--- src/rtl/axis_vlan_drop_filter.sv ---
// axis_vlan_drop_filter: AXI-Stream ingress filter that forwards 802.1Q packets whose VID is enabled and drops the rest.
// Ports:
//   clk, aresetn             - clock, asynchronous active-low reset
//   s_axis_*                 - input stream (byte 0 in tdata[7:0]); header parsed on the first beat only
//   m_axis_*                 - output stream through a one-beat register
//   cfg_wr/cfg_vid/cfg_en    - write one bit of the VLAN enable bitmap (VIDs >= NUM_VLAN ignored)
//   cnt_clr                  - synchronous clear of all statistics, wins over increments
//   vlan_en                  - current bitmap
//   pass_pkt_cnt, drop_pkt_cnt, drop_byte_cnt - saturating statistics
module axis_vlan_drop_filter #(
    parameter int C_S_AXIS_DATA_WIDTH  = 512,
    parameter int C_S_AXIS_TUSER_WIDTH = 128,
    parameter int NUM_VLAN             = 16,
    parameter logic [NUM_VLAN-1:0] VLAN_EN_RESET = '0,
    parameter int CNT_WIDTH            = 32
) (
    input  logic                              clk,
    input  logic                              aresetn,
    input  logic [C_S_AXIS_DATA_WIDTH-1:0]    s_axis_tdata,
    input  logic [C_S_AXIS_DATA_WIDTH/8-1:0]  s_axis_tkeep,
    input  logic [C_S_AXIS_TUSER_WIDTH-1:0]   s_axis_tuser,
    input  logic                              s_axis_tvalid,
    output logic                              s_axis_tready,
    input  logic                              s_axis_tlast,
    output logic [C_S_AXIS_DATA_WIDTH-1:0]    m_axis_tdata,
    output logic [C_S_AXIS_DATA_WIDTH/8-1:0]  m_axis_tkeep,
    output logic [C_S_AXIS_TUSER_WIDTH-1:0]   m_axis_tuser,
    output logic                              m_axis_tvalid,
    input  logic                              m_axis_tready,
    output logic                              m_axis_tlast,
    input  logic                              cfg_wr,
    input  logic [11:0]                       cfg_vid,
    input  logic                              cfg_en,
    input  logic                              cnt_clr,
    output logic [NUM_VLAN-1:0]               vlan_en,
    output logic [CNT_WIDTH-1:0]              pass_pkt_cnt,
    output logic [CNT_WIDTH-1:0]              drop_pkt_cnt,
    output logic [CNT_WIDTH-1:0]              drop_byte_cnt
);
    localparam int KW = C_S_AXIS_DATA_WIDTH / 8;
    localparam int PW = $clog2(KW + 1);
    localparam int SW = (CNT_WIDTH > PW ? CNT_WIDTH : PW) + 1;

    typedef enum logic [1:0] {IDLE, PASS, DROP} state_t;

    state_t                          state_q, state_d;
    logic [NUM_VLAN-1:0]             vlan_en_q, vlan_en_d;
    logic [CNT_WIDTH-1:0]            pass_q, pass_d, dpkt_q, dpkt_d, dbyte_q, dbyte_d;
    logic                            m_valid_q, m_valid_d, m_last_q, m_last_d;
    logic [C_S_AXIS_DATA_WIDTH-1:0]  m_data_q, m_data_d;
    logic [KW-1:0]                   m_keep_q, m_keep_d;
    logic [C_S_AXIS_TUSER_WIDTH-1:0] m_user_q, m_user_d;

    logic [15:0]   tpid;
    logic [11:0]   vid;
    logic          hit, accept, pass_beat, drop_beat, out_rdy, xfer, first, load;
    logic [PW-1:0] pop;
    logic [SW-1:0] byte_sum;

    always_comb begin
        tpid = {s_axis_tdata[103:96], s_axis_tdata[111:104]};
        vid  = {s_axis_tdata[115:112], s_axis_tdata[127:120]};
        // VIDs at or above NUM_VLAN match no bit and are therefore rejected
        hit = 1'b0;
        for (int i = 0; i < NUM_VLAN; i++) hit = (vid == 12'(i)) ? vlan_en_q[i] : hit;
        accept    = (tpid == 16'h8100) && hit;
        pass_beat = (state_q == PASS) || (state_q == IDLE && accept);
        drop_beat = (state_q == DROP) || (state_q == IDLE && !accept);
        out_rdy   = !m_valid_q || m_axis_tready;
        // dropped beats are sunk unconditionally, independent of the output stage
        s_axis_tready = drop_beat || out_rdy;
        xfer  = s_axis_tvalid && s_axis_tready;
        first = xfer && state_q == IDLE;
        state_d = !xfer ? state_q :
                  s_axis_tlast ? IDLE :
                  state_q == IDLE ? (accept ? PASS : DROP) : state_q;
        for (int i = 0; i < NUM_VLAN; i++)
            vlan_en_d[i] = (cfg_wr && cfg_vid == 12'(i)) ? cfg_en : vlan_en_q[i];
        pop = '0;
        for (int i = 0; i < KW; i++) pop = pop + PW'(s_axis_tkeep[i]);
        byte_sum = SW'(dbyte_q) + SW'(pop);
        pass_d  = cnt_clr ? '0 : (first && accept && !(&pass_q)) ? pass_q + 1'b1 : pass_q;
        dpkt_d  = cnt_clr ? '0 : (first && !accept && !(&dpkt_q)) ? dpkt_q + 1'b1 : dpkt_q;
        dbyte_d = cnt_clr ? '0 :
                  !(xfer && drop_beat) ? dbyte_q :
                  (byte_sum > SW'({CNT_WIDTH{1'b1}})) ? '1 : byte_sum[CNT_WIDTH-1:0];
        load      = out_rdy && xfer && pass_beat;
        m_valid_d = out_rdy ? (xfer && pass_beat) : m_valid_q;
        m_data_d  = load ? s_axis_tdata : m_data_q;
        m_keep_d  = load ? s_axis_tkeep : m_keep_q;
        m_user_d  = load ? s_axis_tuser : m_user_q;
        m_last_d  = load ? s_axis_tlast : m_last_q;
    end

    always_ff @(posedge clk or negedge aresetn) begin
        if (!aresetn) begin
            state_q   <= IDLE;
            vlan_en_q <= VLAN_EN_RESET;
            pass_q    <= '0;
            dpkt_q    <= '0;
            dbyte_q   <= '0;
            m_valid_q <= 1'b0;
            m_data_q  <= '0;
            m_keep_q  <= '0;
            m_user_q  <= '0;
            m_last_q  <= 1'b0;
        end else begin
            state_q   <= state_d;
            vlan_en_q <= vlan_en_d;
            pass_q    <= pass_d;
            dpkt_q    <= dpkt_d;
            dbyte_q   <= dbyte_d;
            m_valid_q <= m_valid_d;
            m_data_q  <= m_data_d;
            m_keep_q  <= m_keep_d;
            m_user_q  <= m_user_d;
            m_last_q  <= m_last_d;
        end
    end

    assign m_axis_tvalid = m_valid_q;
    assign m_axis_tdata  = m_data_q;
    assign m_axis_tkeep  = m_keep_q;
    assign m_axis_tuser  = m_user_q;
    assign m_axis_tlast  = m_last_q;
    assign vlan_en       = vlan_en_q;
    assign pass_pkt_cnt  = pass_q;
    assign drop_pkt_cnt  = dpkt_q;
    assign drop_byte_cnt = dbyte_q;
endmodule

--- config.mk ---
export PLATFORM = sky130hd
export DESIGN_NAME = axis_vlan_drop_filter
export DESIGN_NICKNAME = d
export VERILOG_FILES = /design/src/rtl/axis_vlan_drop_filter.sv
export SDC_FILE = /design/constraint.sdc
export NUM_CORES = 2
export LEC_CHECK = 0
export ABC_CLOCK_PERIOD_IN_PS = 6800
export BUFFER_PORTS_ARGS = -buffer_cell sky130_fd_sc_hd__buf_2
export CORE_AREA = 10 10 588 590
export CTS_BUF_LIST = sky130_fd_sc_hd__clkbuf_8 sky130_fd_sc_hd__clkbuf_16
export DETAILED_ROUTE_END_ITERATION = 10
export DIE_AREA = 0 0 598 600
export GPL_ROUTABILITY_DRIVEN = 0
export GPL_TIMING_DRIVEN = 0
export PLACE_DENSITY = 0.3
export SYNTH_ARGS = -nofsm -noshare
export SYNTH_HDL_FRONTEND = slang
export SYNTH_SLANG_ARGS = --single-unit
--- constraint.sdc ---
create_clock -name clk -period 6.8 [get_ports clk]
set_input_delay 1.36 -clock clk [delete_from_list [all_inputs] [get_ports clk]]
set_output_delay 1.36 -clock clk [all_outputs]
set_load 0.02 [all_outputs]
==> results.txt <==
----------------------------------------------------
[Yosys]
  Synth Register Bits ... between 800 and 900
  Post-synth top area share ... 59.6%
  Number of synthesized flops with an enable pin ... 0
  Average instance area after synthesis ... between 10 and 15 µm²
  Top_reg_cell synth ... sky130_fd_sc_hd__dfrtp_1
  Number of distinct library cells after synthesis ... 55
  Sequential fraction of the synthesis area ... between 50 and 60%
  Synthesized netlist cell count ... 2370
  Post-synthesis cell area ... between 30000 and 40000 µm²
  Total number of yosys warnings ... 0
  Share of synthesized registers carrying an async set or reset ... between 90% and 100%
  Net count of the mapped netlist ... ~3200
  Dominant cells by area after synthesis ... sky130_fd_sc_hd__dfrtp_1, sky130_fd_sc_hd__mux2_2, sky130_fd_sc_hd__fa_1
  Biggest area consumer among synthesized cells ... sky130_fd_sc_hd__dfrtp_1

[CTS]
  Number of buffers between clock root and the deepest sink ... 4
  H-tree depth reported by CTS ... 3
  CTS tree ... yes
  Clk sinks ... between 800 and 900
  Clk_lat worst skew ... 0.85 ns
  Inserted Clock Buffers ... approximately 110
  Number of buffers inserted by hold repair at cts ... 0
  Clock edge transition at the registers on the reported setup and hold paths ... 0.06 ns
  Clock root buffer ... sky130_fd_sc_hd__clkbuf_16

[Critical path]
  Capturing element type of the critical path ... register
  RR Endpoint ... drop_byte_cnt[11]$_DFFE_PN0P_
  Critical Path End ... drop_byte_cnt[11]$_DFFE_PN0P_
  Number of cell instances on the worst register-to-register path ... 20
  Launch point of the worst path ... s_axis_tkeep[35]
  Sort of element at the start of the critical path ... input pin
  Req. time, crit path ... ~7.4 ns
  R2r startpoint ... drop_byte_cnt[1]$_DFFE_PN0P_
  Kind of critical path ... input pin to register
  Largest fanout on the critical path ... 5
  Endpoint arrival time on the critical path ... a little under 8 ns
  Reg2reg setup slack ... about 0.32 ns

[Status]
  Violated checks ... setup timing
  Status ... finished, violations left

[Pwr]
  Combinational group share of total power ... roughly two fifths
  Power share of the clock group ... 33.3%
  Internal power consumption ... 11.6 mW
  Worst IR drop on VDD ... roughly 1.3 mV
  Proportion of power drawn by flip-flops and latches ... 28.5%
  Leak Pwr ... approximately 25 nW
  Switching part of the total power ... a little under two fifths
  Power density over the cells ... between 300 and 400 nW/µm²
  Net switching power figure ... approximately 7 mW

[STA]
  Smallest setup slack after layout ... -0.408 ns
  Worst slew margin relative to its limit ... a little under a tenth
  Number of setup violations in the final report ... 32
  Total negative slack ... -9.27 ns
  Post-route minimum period ... roughly 7.2 ns
  Max-slew violation count ... 0
  Max Fclk ... 139 MHz
  Worst-margin pin slew ... 1.35 ns
  Setup repair after global routing missed its margin ... true
  Tcrit/Tclk final ... 106%
  Final Hold Vio Count ... 0
  Worst Clk Skew ... between 0.04 and 0.05 ns

[Route]
  Initial detailed-routing violation count ... between 1000 and 1500
  Overall via count from detail_route ... approximately 28000
  Average wire length per cell after detail routing ... 31.1 µm
  Average vias per placed instance ... approximately 3.3
  Post-detailed-route DRC marker count ... 0
  Drt total wl ... 267 mm
  Iteration count of the initial detailed-routing pass ... 5
  Count of antenna-violating nets left after detailed routing ... 0

[Hold path]
  Worst hold path type ... input pin to asynchronous set/reset pin

[Layout]
  Final Net Count ... between 4000 and 5000
  Commonest cells after routing, fill and taps aside ... sky130_fd_sc_hd__buf_2, sky130_fd_sc_hd__dfrtp_1, sky130_fd_sc_hd__mux2_2
  Layout cells sized above 1 ... around three fifths
  Final cell count without fillers ... roughly 8600
  Final core occ ... between 10% and 20%
  Most frequent standard cell in the layout excluding fill and tap cells ... sky130_fd_sc_hd__buf_2
  Area growth from synthesis to layout ... 52.3%

[Global route]
  Maximum number of pins on one net before global-route repair ... between 100 and 150
  Antenna violations before repair ... between 200 and 300
  Via count of the first global-routing pass ... just under 30000
  Overflow after GRT ... 0
  Wire length of the first global-routing pass ... between 300 and 400 mm
  Global routing usage summed across all routing layers ... 14.1%

[Floorplanning]
  Initial standard-cell utilization of the core ... between 10% and 20%
  Width of the die ... between 500 and 600 µm
  Area of the core ... between 300000 and 400000 µm²
  Height of the die ... around 600 µm
  Top-Level Pins ... roughly 1500
  Die outline area ... roughly 360000 µm²
  Standard-cell rows ... between 200 and 250

[Place]
  Post-placement setup slack ... -2.19 ns
  Cells after DPL ... between 8000 and 9000
  HPWL after DPL ... 236 mm
  Port Buffers ... between 1500 and 2000

[Flow run]
  Number of max-cap violations ... 0

----------------------------------------------------
## registers in the layout, indices dropped and copies added (netlist names)
| signal | flops |
|---|---|
| pass_pkt_cnt | 32 |
| m_axis_tuser | 128 |
| m_axis_tdata | 512 |
| m_axis_tlast | 1 |
| m_axis_tvalid | 1 |
| vlan_en | 16 |
| m_axis_tkeep | 64 |
| state_q | 2 |
| drop_byte_cnt | 32 |
| drop_pkt_cnt | 32 |
## per-layer routing
layer / vias to the layer above / global-route usage [%] / share of wire, %
li1: 11800 / - / -
met3: 552 / 7.37 / 12
met4: 90 / 2.86 / 2.7
met2: 1535 / 25.5 / 51
met5: - / 0 / 0.21
met1: 14100 / 14.6 / 34
## power by group through the flow
stage | logic (mW) | clock network (mW) | registers [mW]
2_1_floorplan | 3.54 | 0 | 5.63
3_3_place_gp | 6.37 | 0 | 5.38
3_5_place_dp | 6.39 | 0 | 5.38
4_1_cts | 7.15 | 6.45 | 5.30
5_1_grt | 7.75 | 6.62 | 5.32
6_report | 7.08 | 6.18 | 5.29
## kinds of logic (layout without fill, tap and decap cells)
group / after synthesis / count (layout) / synth area share [%]
flops: 820 / 820 / 59.6
simple gates: 347 / 347 / 5.14
xor+xnor: 68 / 68 / 1.73
mux: 733 / 733 / 24.1
compound gates: 101 / 101 / 2.01
other cells: 0 / 87 / 0
buf+inv: 216 / 1969 / 3.10
fa+ha+maj: 85 / 85 / 4.31
## synthesized netlist by cell type, types with 9 or more instances
library cell and instances:
sky130_fd_sc_hd__fa_1 56, sky130_fd_sc_hd__nand2_1 46, sky130_fd_sc_hd__and2_1 9, sky130_fd_sc_hd__xnor2_1 36, sky130_fd_sc_hd__and3_1 14, sky130_fd_sc_hd__clkbuf_1 34
sky130_fd_sc_hd__buf_2 16, sky130_fd_sc_hd__nor2_1 103, sky130_fd_sc_hd__buf_4 53, sky130_fd_sc_hd__mux2_1 40, sky130_fd_sc_hd__a21oi_1 26, sky130_fd_sc_hd__mux2_2 681
sky130_fd_sc_hd__nand2b_1 9, sky130_fd_sc_hd__nor4_1 22, sky130_fd_sc_hd__o21ai_0 17, sky130_fd_sc_hd__nand3_1 41, sky130_fd_sc_hd__ha_1 29, sky130_fd_sc_hd__nor3_1 34
sky130_fd_sc_hd__xor2_1 32, sky130_fd_sc_hd__a311oi_1 14, sky130_fd_sc_hd__inv_1 105, sky130_fd_sc_hd__dfrtp_1 820, sky130_fd_sc_hd__nand4_1 25, sky130_fd_sc_hd__and4_1 14
## worst max-delay path, cell delays in order
cell and delay [ns]:
sky130_fd_sc_hd__buf_8 0.09, sky130_fd_sc_hd__inv_8 0.03, sky130_fd_sc_hd__fa_1 0.55, sky130_fd_sc_hd__inv_2 0.04, sky130_fd_sc_hd__fa_2 0.53, sky130_fd_sc_hd__inv_2 0.04
sky130_fd_sc_hd__fa_1 0.48, sky130_fd_sc_hd__fa_1 0.51, sky130_fd_sc_hd__fa_1 0.53, sky130_fd_sc_hd__fa_1 0.58, sky130_fd_sc_hd__fa_1 0.45, sky130_fd_sc_hd__fa_1 0.54
sky130_fd_sc_hd__fa_2 0.22, sky130_fd_sc_hd__inv_2 0.04, sky130_fd_sc_hd__fa_2 0.37, sky130_fd_sc_hd__a211oi_4 0.26, sky130_fd_sc_hd__o21ai_2 0.12, sky130_fd_sc_hd__a21oi_4 0.17
sky130_fd_sc_hd__buf_12 0.13, sky130_fd_sc_hd__o21bai_4 0.06, sky130_fd_sc_hd__buf_6 0.12, sky130_fd_sc_hd__buf_6 0.11, sky130_fd_sc_hd__and3_4 0.21, sky130_fd_sc_hd__nor3_4 0.16
sky130_fd_sc_hd__a311oi_2 0.12
## repair_timing
action                     in CTS  in global routing
gates cloned                    0                  0
resized for setup              45                 44
hold endpoints to repair        0                  0
setup buffers                   9                  3
pin swaps                      21                 17
setup endpoints to repair      32                 32
## final cells by class
| class | count | area (µm²) |
|---|---|---|
| inverter | 105 | 402 |
| clock buffer | 142 | 3240 |
| timing repair buffer | 1560 | 8190 |
| multi-input combinational | 1334 | 13100 |
| clock inverter | 52 | 548 |
| antenna | 87 | 218 |
| tap | 4387 | 5490 |
| sequential | 820 | 20500 |
| buffer | 110 | 689 |
| fill | 37500 | 281000 |
## stage by stage
step / instance area (µm²) / power, mW / hold slack (ns)
floorplan: 34500 / 9.17 / 0.537
global placement: 47600 / 11.8 / 0.463
detailed placement: 48000 / 11.8 / 0.473
CTS: 52000 / 18.9 / 0.224
global route: 52300 / 19.7 / 0.266
finish: 52400 / 18.5 / 0.332
## how the worst min path moves through the flow
stage	from	endpoint	slack, ns	cells after the start
4_1_cts	aresetn	m_axis_tkeep[26]$_DFFE_PN0P_	0.22	1
2_1_floorplan	state_q[0]$_DFFE_PN0P_	state_q[0]$_DFFE_PN0P_	0.54	2
5_1_grt	aresetn	m_axis_tkeep[26]$_DFFE_PN0P_	0.27	1
6_report	aresetn	m_axis_tdata[501]$_DFFE_PN0P_	0.33	1
3_5_place_dp	m_axis_tkeep[3]$_DFFE_PN0P_	m_axis_tkeep[3]$_DFFE_PN0P_	0.47	1
3_3_place_gp	m_axis_tkeep[55]$_DFFE_PN0P_	m_axis_tkeep[55]$_DFFE_PN0P_	0.46	1
Power figures use the tool's default switching activity.
